[config.mk]
export PLATFORM = sky130hd
export DESIGN_NAME = lcd_seq
export DESIGN_NICKNAME = d
export VERILOG_FILES = /design/src/rtl/lcd_seq.sv
export SDC_FILE = /design/constraint.sdc
export NUM_CORES = 1
export LEC_CHECK = 0
export ABC_AREA = 1
export ABC_CLOCK_PERIOD_IN_PS = 2500
export CAP_MARGIN = 20
export CORE_AREA = 2 2 72 74
export DETAILED_ROUTE_END_ITERATION = 8
export DIE_AREA = 0 0 74 76
export MAX_ROUTING_LAYER = met4
export PLACE_DENSITY = 0.68
export SLEW_MARGIN = 20
export SYNTH_ARGS = -nofsm -noshare
export SYNTH_HDL_FRONTEND = slang
export SYNTH_SLANG_ARGS = --single-unit
[constraint.sdc]
create_clock -name clk -period 2.5 [get_ports clk]
set_input_delay 0.5 -clock clk [delete_from_list [all_inputs] [get_ports clk]]
set_output_delay 0.5 -clock clk [all_outputs]
set_load 0.01 [all_outputs]
[src/rtl/lcd_seq.sv]
// HD44780 4-bit command sequencer in front of lcd_ctrl.
// Runs the power-up init, then issues requester bytes with fixed settle waits.
module lcd_seq #(
    parameter int POWERUP_CYCLES = 150000,
    parameter int BYTE_CYCLES    = 400,
    parameter int LONG_CYCLES    = 16400,
    parameter int CNT_W          = 18
) (
    input  logic       clk,
    input  logic       rst,
    input  logic       req_valid,
    input  logic       req_rs,
    input  logic [7:0] req_data,
    output logic       req_ready,
    output logic       init_done,
    output logic       rs,
    output logic       rw,
    output logic [7:0] datain,
    output logic       start
);

    typedef enum logic [2:0] {
        PWRUP,
        INIT_ISSUE,
        IDLE,
        ISSUE,
        WAIT
    } state_t;

    state_t           state_q, state_n;
    logic [CNT_W-1:0] cnt_q, cnt_n;
    logic [2:0]       idx_q, idx_n;
    logic             start_n, rs_n, ready_n, done_n;
    logic [7:0]       data_n;
    logic             long_wait;
    logic [CNT_W-1:0] wait_cnt;

    function automatic logic [7:0] rom(input logic [2:0] i);
        case (i)
            3'd0:    rom = 8'h33;
            3'd1:    rom = 8'h32;
            3'd2:    rom = 8'h28;
            3'd3:    rom = 8'h0C;
            3'd4:    rom = 8'h06;
            default: rom = 8'h01;
        endcase
    endfunction

    // clear/home commands need the long settle time
    assign long_wait = !rs && (datain == 8'h01 || datain == 8'h02 ||
                               datain == 8'h03);
    assign wait_cnt  = long_wait ? CNT_W'(LONG_CYCLES - 1)
                                 : CNT_W'(BYTE_CYCLES - 1);
    assign rw        = 1'b0;

    always_ff @(posedge clk or posedge rst) begin
        if (rst) begin
            state_q   <= PWRUP;
            cnt_q     <= CNT_W'(POWERUP_CYCLES - 1);
            idx_q     <= 3'd0;
            start     <= 1'b0;
            rs        <= 1'b0;
            datain    <= 8'h00;
            req_ready <= 1'b0;
            init_done <= 1'b0;
        end else begin
            state_q   <= state_n;
            cnt_q     <= cnt_n;
            idx_q     <= idx_n;
            start     <= start_n;
            rs        <= rs_n;
            datain    <= data_n;
            req_ready <= ready_n;
            init_done <= done_n;
        end
    end

    // outputs are computed for the next state so they register cleanly
    always_comb begin
        state_n = state_q;
        cnt_n   = cnt_q;
        idx_n   = idx_q;
        start_n = 1'b0;
        rs_n    = rs;
        data_n  = datain;
        ready_n = 1'b0;
        done_n  = init_done;
        case (state_q)
            PWRUP: begin
                if (cnt_q == '0) begin
                    state_n = INIT_ISSUE;
                    start_n = 1'b1;
                    rs_n    = 1'b0;
                    data_n  = rom(idx_q);
                end else begin
                    cnt_n = cnt_q - 1'b1;
                end
            end
            INIT_ISSUE, ISSUE: begin
                cnt_n   = wait_cnt;
                state_n = WAIT;
            end
            WAIT: begin
                if (cnt_q != '0) begin
                    cnt_n = cnt_q - 1'b1;
                end else if (init_done) begin
                    state_n = IDLE;
                    ready_n = 1'b1;
                end else if (idx_q < 3'd5) begin
                    idx_n   = idx_q + 3'd1;
                    state_n = INIT_ISSUE;
                    start_n = 1'b1;
                    rs_n    = 1'b0;
                    data_n  = rom(idx_q + 3'd1);
                end else begin
                    done_n  = 1'b1;
                    state_n = IDLE;
                    ready_n = 1'b1;
                end
            end
            IDLE: begin
                ready_n = 1'b1;
                if (req_valid) begin
                    state_n = ISSUE;
                    start_n = 1'b1;
                    rs_n    = req_rs;
                    data_n  = req_data;
                    ready_n = 1'b0;
                end
            end
            default: begin
                state_n = PWRUP;
            end
        endcase
    end

endmodule

; Yosys cells after proc, flatten, opt, wreduce, memory -nomap -nowiden
; Index checks and enable logic that the tools add are counted.
[op_classes]
n_lt_le_gt_ge = 1
bitwise = 2
eq_ne = 22
n_addsub = 2
n_reduce_logical = 17
n_mux = 35
[op_table]
columns = cell, n
row1 = 6-bit one-hot mux with 5 select lines, 2
row2 = 18-bit one-hot mux with 3 select lines, 1
row3 = 8-bit two-way mux, 5
row4 = 18-bit two-way mux, 2
row5 = 8-bit one-hot mux with 3 select lines, 1
row6 = 3-bit by 2-bit == test with 1-bit output (second input constant), 6
row7 = 18-bit zero test, 1
row8 = 18-bit nonzero test, 1
row9 = 18-bit by 1-bit subtractor with 18-bit output (second input constant), 1
row10 = 8-bit by 2-bit == test with 1-bit output (second input constant), 2
row11 = 15-bit two-way mux, 1
row12 = 1-bit two-way mux, 14
row13 = 2-bit != test (second input constant), 7
row14 = 3-bit one-hot mux with 4 select lines, 1
row15 = 3-bit by 1-bit == test with 1-bit output (second input constant), 3
row16 = 3-bit == test (second input constant), 3
row17 = 3-bit zero test, 3
row18 = 3-bit two-way mux, 3
row19 = 8-bit by 1-bit == test with 1-bit output (second input constant), 1
row20 = 1-bit one-hot mux with 3 select lines, 2
row21 = 3-bit AND reduction, 2
row22 = 6-bit AND reduction, 1
row23 = 3-bit nonzero test, 2
row24 = 2-bit two-way mux, 2
row25 = other kinds (10), 12
[totals]
output_inout_bits = 13
regBits = 36
elab_cells = 87
in_bits = 12

; Depth between registers and ports, before layout
; Gate-level depths: netlist of run 1.
[depth]
ltp_word = 7
ltp_mapped = 11
ltp_nobuf = 11

; Worst setup path before layout of run 1
; OpenSTA, ideal clock, no wires.
[synth_path]
kind = register to register
startpoint = register cnt_q[0]
endpoint = register cnt_q[12]
synth_period_minus_slack_ns = 1.613
arrival_time_ns = 1.495
setup_time_ns = 0.118
stages_incl_launch_ff = 12
setup_slack_ns = 0.887
path_buffers = 1
required_ns = 2.382
path_cell_list = dfstp_2 > inv_1 > ha_1 > nand2_2 > nor2_4 > nand3_4 > nand2_8 > nand2_4 > inv_4 > buf_8 > nand2_1 > nand2_1
[synth_via]
elab_chain_cells = 3
word_cells_on_any_way = 9
classes_between = add/sub (1) / eq/ne (2) / mux (3) / reduce/logical (3)
[synth_lines]
columns = item, line
row1 = "start, declared", 31  ; logic [CNT_W-1:0] cnt_q, cnt_n;
row2 = "start signal, assigned", 59  ; cnt_q <= CNT_W'(POWERUP_CYCLES - 1);
row3 = "start signal, assigned", 68  ; cnt_q <= cnt_n;
row4 = 18-bit by 1-bit subtractor with 18-bit output (tied with other cells), "96, 105"
row5 = 18-bit two-way mux (tied with other cells), 104  ; if (cnt_q != '0) begin
row6 = 18-bit one-hot mux with 3 select lines or 3-bit AND reduction (tied branches), --
; Several ways; a longest one is shown, not always the timed one. The select of a mux whose other input is x is not followed.
; A chain may end at the register's enable or synchronous reset.

; Final worst setup path of run 1
[layout_path]
startpoint = register idx_q[0]
endpoint = register datain[5]
[layout_via]
elab_chain_cells = 7
word_cells_on_any_way = 21
classes_between = add/sub (1) / order compare (1) / eq/ne (9) / mux (7) / reduce/logical (3)
[layout_lines]
columns = item, line
row1 = "start, declared", 32  ; logic [2:0] idx_q, idx_n;
row2 = "start signal, assigned", 69  ; idx_q <= idx_n;
row3 = 3-bit by 1-bit adder with 3-bit output, 114  ; data_n = rom(idx_q + 3'd1);
row4 = 3-bit == test (tied with other cells), 39  ; case (i)
row5 = 6-bit one-hot mux with 5 select lines, 39
row6 = 8-bit two-way mux, 109  ; end else if (idx_q < 3'd5) begin
row7 = 8-bit two-way mux, 106  ; end else if (init_done) begin
row8 = 8-bit two-way mux, 104
row9 = 8-bit one-hot mux with 3 select lines, 88  ; case (state_q)
row10 = "end signal, assigned", 72  ; datain <= data_n;
row11 = "end, declared", 18  ; output logic [7:0] datain,
; Several ways; a longest one is shown, not always the timed one. The select of a mux whose other input is x is not followed.

==> run_results.csv, run 1 <==
group,metric,value,unit
yosys,synth_cell_types,32,
yosys,ys_seq_elements,36,
cts,cts_made_buffers,5,
cells_and_area,final_nets,389,
flow_run,count_of_max_cap_constraint_violations,0,
cells_and_area,post_route_cells_drive_above_1_share,8.378,%
timing,worst_slew_margin_relative_to_its_limit,62.31,%
detailed_routing,totalWireLength,5199,um
global_routing,global_route.overflow_total,0,
timing,timing.final.crit_period,1.854,ns
detailed_routing,drt.antenna.violating_nets,0,
cts,clock_latency,0.29,ns
yosys,post_synthesis_cell_count,343,
cells_and_area,sequential_cell_area,914.6,um2
timing,maxSlewViolCount,0,
power,power-per-cell-area,376.1,nW/um2
cts,clk_pin_slew_worst_paths,0.08,ns
setup_path,worst-path-buf-inv,1,
yosys,dominant_cell_type_by_area_after_synthesis,"sky130_fd_sc_hd__dfrtp_1",
yosys,synth-seq-area-share,38.76,%
timing,fin_crit_sh,74.15,%
setup_path,timing.critical_path.to_type,"flop",
place,placement.setup.worst_slack,0.6375,ns
cts,cts_resized,0,
cells_and_area,fillerInstances,481,
floorplanning,io-pin-count,25,
setup_path,critPathTopFamily,"simple AND/OR/NAND/NOR gates",
setup_path,timing.reg2reg.setup_slack,0.65,ns
yosys,postSynthAreaPerCell,6.880,um2
setup_path,critical-path-max-stage-delay,0.45,ns
cells_and_area,final_core_utilization,55.32,%
cts,cts.root.buffer_cell,"sky130_fd_sc_hd__clkbuf_8",
place,placement.io_buffers,23,
timing,hold_violations,0,
run_status,status,"finished, final reports clean",
timing,hold_slack,0.4914,ns
setup_path,startpoint_type,"flop",
cts,cts_num_sinks,36,
cts,post_cts_hold_buffer_count,0,
yosys,netlist_area,2360,um2
detailed_routing,drtPass1Iterations,4,
power,peak_supply_drop,213.5,uV
timing,final-setup-viol-count,0,
setup_path,timing.critical_path.cells,"o21ai_0 -> nand2_1 -> inv_1 -> nor2_1 -> nor2_2 -> nand3_2 -> nand2_1 -> nand2_1",
place,placedCellCount,432,
floorplanning,core_area,4912,um2
cells_and_area,final_cell_mix,"sky130_fd_sc_hd__nand2_1 (135), sky130_fd_sc_hd__nor2_1 (43), sky130_fd_sc_hd__inv_1 (36), sky130_fd_sc_hd__nand3_1 (27), sky130_fd_sc_hd__dfrtp_1 (25)",
cells_and_area,layout-area-overhead-vs-synth,15.16,%
yosys,yosysWarningCount,0,
hold_path,min_path_type,"reg2reg",
global_routing,global_route_wire_length_before_repair,9121,um
yosys,synth.top_cells.by_area,"sky130_fd_sc_hd__dfrtp_1 (27%), sky130_fd_sc_hd__nand2_1 (21%), sky130_fd_sc_hd__dfstp_2 (12%)",
setup_path,worst_ep_arrival_time,2.04,ns
detailed_routing,via_per_inst,4.934,
setup_path,slowest_stage,"sky130_fd_sc_hd__dfrtp_1",
timing,postLayoutSetupSlackWorst,0.6461,ns
cells_and_area,fin_cells,440,
detailed_routing,drt_iter0_markers,94,
detailed_routing,drc,0,
timing,tns,0,ns
floorplanning,die_x,74,um
cells_and_area,diodes,0,
setup_path,worstPathMaxFanout,11,
yosys,post-synth-top-area-fraction,26.51,%
place,dpl.hpwl,3960,um
floorplanning,die_h,76,um
detailed_routing,routed_wire_length_per_instance,11.82,um
cells_and_area,multi_input_comb_area,1247,um2
global_routing,grt_usage,20.95,%
global_routing,antenna_violations_before_repair,0,
cts,cts.path.max_buffers,2,
detailed_routing,route.vias.total,2171,
place,finalWeightedCongestion,0.8648,
yosys,synth.net_count,363,
floorplanning,initial_standard_cell_utilization_of_the_core,48.04,%
timing,rsz0062_at_grt,"no",
floorplanning,placementRows,26,
cts,cts.repair_timing.setup_buffer_count,0,
power,cellLeakagePower,1.420,nW
cts,ctsHtreeMaxLevel,2,
setup_path,critPathMostFrequentCell,"sky130_fd_sc_hd__nand2_1",
global_routing,first_global_vias,2131,
floorplanning,dieArea,5624,um2
cells_and_area,most_frequent_standard_cell_in_the_layout_excluding_fill_and_tap_cells,"sky130_fd_sc_hd__nand2_1",
global_routing,grt_start_max_net_pins,37,
setup_path,critical_path_required,2.68,ns
timing,transition_time_of_the_tightest_slew_check_pin,0.5647,ns
timing,clock.fmax,539.4,MHz
timing,fin_skew,0.007687,ns
cts,cts_tree,"done",
setup_path,worst-setup-path-type,"reg2reg",
## final timing paths
kind                            from        end  depth (start not counted)
max                         idx_q[0]  datain[5]                          8
min                        cnt_q[17]  cnt_q[17]                          2
max reg2reg                 idx_q[0]  datain[5]                          8
min reg2reg                cnt_q[17]  cnt_q[17]                          2
max in group asynchronous        rst  cnt_q[17]                          3
min in group asynchronous        rst  datain[7]                          3
## sequential cells by signal, indices dropped and copies added, names as in the netlist
| register | count |
|---|---|
| rs | 1 |
| idx_q | 3 |
| start | 1 |
| cnt_q | 18 |
| init_done | 1 |
| req_ready | 1 |
| state_q | 3 |
| datain | 8 |
## report_power, final
group | leakage, nW | switching (mW) | internal, mW | total, mW
Combinational | 0.937 | 0.0148 | 0.0163 | 0.0311
Sequential | 0.441 | 0 | 0.583 | 0.583
Clock | 0.0422 | 0.212 | 0.196 | 0.408
## kinds of logic after synthesis
kind of cell,after synthesis,share of synthesized area [%]
AND/OR/NAND/NOR,232,43.05
buffers and inverters,44,8.377
flip-flops,36,38.76
AO/OA/AOI/OAI,18,3.924
adder cells (fa/ha/maj),8,4.242
XOR/XNOR,4,1.485
other,1,0.1589
## layout make-up
cell class                      instances  area share (%)
Multi-Input combinational cell        263           45.90
Sequential cell                        36           33.66
Timing Repair Buffer                   24           8.748
Inverter                               39           5.479
Tap cell                               70           3.223
Clock buffer                            7           2.808
Clock inverter                          1          0.1842
## through the flow
stage,cell area [um2],power [mW]
6_report,2718,1.022
5_1_grt,2718,1.055
4_1_cts,2718,1.025
3_5_place_dp,2636,0.6257
3_3_place_gp,2636,0.6256
2_1_floorplan,2360,0.6047
## Yosys cell counts, drive strengths merged
cell / number
clkinv: 1
conb: 1
dfrtp: 25
or2: 1
nand2: 138
o21ai: 15
nor2: 48
clkbuf: 1
nand3: 29
xnor2: 2
ha: 8
inv: 38
xor2: 2
nand4: 12
buf: 4
a21oi: 2
nor3: 2
nand3b: 2
dfstp: 11
a21o: 1
## routing by layer
| metal | GRT usage (%) | share of wire, % | vias up |
|---|---|---|---|
| li1 | - | - | 1125 |
| met1 | 25.47 | 46 | 1007 |
| met2 | 35.54 | 51 | 32 |
| met3 | 2.381 | 2.1 | 7 |
| met4 | 7.091 | 1.6 | 0 |
| met5 | - | 0 | - |
## worst reg2reg max path, delay by kind of cell (launching register included)
| kind | cells | cell delay (ns) |
|---|---|---|
| AND/OR/NAND/NOR | 6 | 0.96 |
| flip-flops | 1 | 0.45 |
| AO/OA/AOI/OAI | 1 | 0.24 |
| buffers and inverters | 1 | 0.11 |
Power figures use the tool's default switching activity.
==> inputs of run 2 (changes only) <==
Settings changed: ABC_CLOCK_PERIOD_IN_PS 2500 to 1900.
Clock period 2.5 ns to 1.9 ns, I/O delays scaled along.
==> run_results.csv, run 2 (synthesis gave the netlist of run 1 again) <==
group,metric,value,unit
setup_path,critical_path_required,2.09,ns
hold_path,min_path_type,"reg2reg",
setup_path,worst-path-buf-inv,0,
cells_and_area,fillerInstances,483,
cts,cts_tree,"done",
cells_and_area,final_nets,394,
timing,clock.fmax,571.3,MHz
floorplanning,placementRows,26,
timing,rsz0062_at_grt,"no",
floorplanning,io-pin-count,25,
cells_and_area,diodes,0,
setup_path,slowest_stage,"sky130_fd_sc_hd__dfrtp_1",
power,peak_supply_drop,227.1,uV
place,placement.io_buffers,23,
detailed_routing,drc,0,
flow_run,count_of_max_cap_constraint_violations,0,
setup_path,critPathMostFrequentCell,"sky130_fd_sc_hd__nand2_1",
cells_and_area,flip_flop_count_of_the_largest_register_after_layout,18,
cells_and_area,post_route_cells_drive_above_1_share,9.600,%
floorplanning,die_x,74,um
setup_path,critical-path-max-stage-delay,0.43,ns
power,power-per-cell-area,482.7,nW/um2
global_routing,first_global_vias,2128,
timing,timing.final.crit_period,1.750,ns
cts,clk_pin_slew_worst_paths,0.07,ns
setup_path,worst_ep_arrival_time,1.94,ns
global_routing,antenna_violations_before_repair,0,
setup_path,worstPathMaxFanout,6,
timing,hold_violations,0,
cells_and_area,final_cell_mix,"sky130_fd_sc_hd__nand2_1 (135), sky130_fd_sc_hd__nor2_1 (43), sky130_fd_sc_hd__inv_1 (36), sky130_fd_sc_hd__nand3_1 (27), sky130_fd_sc_hd__dfrtp_1 (25)",
global_routing,global_route.overflow_total,0,
setup_path,worst-setup-path-type,"reg2reg",
power,cellLeakagePower,1.442,nW
detailed_routing,via_per_inst,4.894,
setup_path,critPathTopFamily,"adder cells",
floorplanning,core_area,4912,um2
global_routing,grt_start_max_net_pins,37,
place,dpl.hpwl,3680,um
cts,cts.path.max_buffers,2,
setup_path,timing.critical_path.cells,"ha_1 -> ha_1 -> nand2_1 -> nand2_1 -> o21ai_0 -> nand3_1 -> nand3_1 -> nand2_1",
cts,ctsHtreeMaxLevel,2,
floorplanning,dieArea,5624,um2
detailed_routing,drt.antenna.violating_nets,0,
timing,maxSlewViolCount,0,
place,finalWeightedCongestion,0.8765,
run_status,status,"finished, final reports clean",
global_routing,grt_usage,21.12,%
cts,cts.repair_timing.setup_buffer_count,0,
cells_and_area,layout-area-overhead-vs-synth,17.18,%
timing,fin_skew,0.006714,ns
detailed_routing,routed_wire_length_per_instance,11.16,um
cells_and_area,sequential_cell_area,914.6,um2
timing,tns,0,ns
cts,cts_num_sinks,36,
cells_and_area,most_frequent_standard_cell_in_the_layout_excluding_fill_and_tap_cells,"sky130_fd_sc_hd__nand2_1",
detailed_routing,totalWireLength,4964,um
timing,hold_slack,0.4895,ns
floorplanning,initial_standard_cell_utilization_of_the_core,48.04,%
cts,clock_latency,0.29,ns
setup_path,startpoint_type,"flop",
detailed_routing,route.vias.total,2178,
detailed_routing,drtPass1Iterations,4,
setup_path,timing.critical_path.to_type,"flop",
detailed_routing,drt_iter0_markers,126,
floorplanning,die_h,76,um
cells_and_area,largestRegisters,"cnt_q x18, datain x8",
cells_and_area,multi_input_comb_area,1255,um2
cts,cts_made_buffers,5,
global_routing,global_route_wire_length_before_repair,9225,um
timing,final-setup-viol-count,0,
timing,fin_crit_sh,92.12,%
cts,cts.root.buffer_cell,"sky130_fd_sc_hd__clkbuf_8",
cells_and_area,max_flop_register,"cnt_q",
-- run 2: area by class of cell --
class,instances,area share [%]
clock buffers,7,2.760
flip-flops and latches,36,33.08
multi-input cells,263,45.38
repair buffers,29,9.955
well taps,70,3.167
inverters,39,5.475
clock inverters,1,0.1810
-- run 2: report_power, final --
group / internal, mW / total [mW] / leakage [nW] / switching, mW
Sequential: 0.767 / 0.767 / 0.441 / 0
Combinational: 0.0214 / 0.0407 / 0.959 / 0.0193
Clock: 0.257 / 0.527 / 0.0422 / 0.269
-- run 2: timing repair --
| action | in CTS | in global routing |
|---|---|---|
| endpoints found under the setup margin | 0 | 22 |
| hold buffers | 0 | 0 |
| gates resized for setup | 0 | 2 |
-- run 2: metrics by stage --
stage | utilization (%) | worst slack (ns) | power (mW) | instances | cell area [um2]
after floorplan | - | 0.2869 | 0.7956 | 343 | 2360
after detailed placement | 54.43 | 0.1245 | 0.8231 | 437 | 2674
after CTS | 56.09 | 0.1196 | 1.356 | 445 | 2755
after global placement | 54.43 | 0.1318 | 0.8230 | 437 | 2674
after global routing | 56.29 | 0.002060 | 1.394 | 445 | 2765
final | 56.29 | 0.1497 | 1.335 | 445 | 2765
-- run 2: routing by layer --
layer / wire length (um) / track usage, % / vias to the layer above
li1: - / - / 1127
met4: 130 / 9.091 / 0
met5: 0 / - / -
met2: 2454 / 32.95 / 33
met1: 2234 / 26.82 / 1007
met3: 144 / 3.439 / 11
-- run 2: path summary, 6_finish.rpt --
check                      startpoint        end  slack (ns)  depth (start not counted)
setup / recovery             idx_q[1]  datain[5]        0.15                          8
hold / removal               cnt_q[5]   cnt_q[5]        0.49                          2
setup reg to reg             idx_q[1]  datain[5]        0.15                          8
hold reg to reg              cnt_q[5]   cnt_q[5]        0.49                          2
max in group asynchronous         rst   cnt_q[2]        1.05                          3
min in group asynchronous         rst   cnt_q[4]        0.50                          3
-- run 2: worst reg2reg max path, cell delays in order (launching register included) --
cell and delay (ns):
sky130_fd_sc_hd__dfrtp_1 0.43, sky130_fd_sc_hd__ha_1 0.22, sky130_fd_sc_hd__ha_1 0.35, sky130_fd_sc_hd__nand2_1 0.11
sky130_fd_sc_hd__nand2_1 0.07, sky130_fd_sc_hd__o21ai_0 0.21, sky130_fd_sc_hd__nand3_1 0.11, sky130_fd_sc_hd__nand3_1 0.09
sky130_fd_sc_hd__nand2_1 0.05
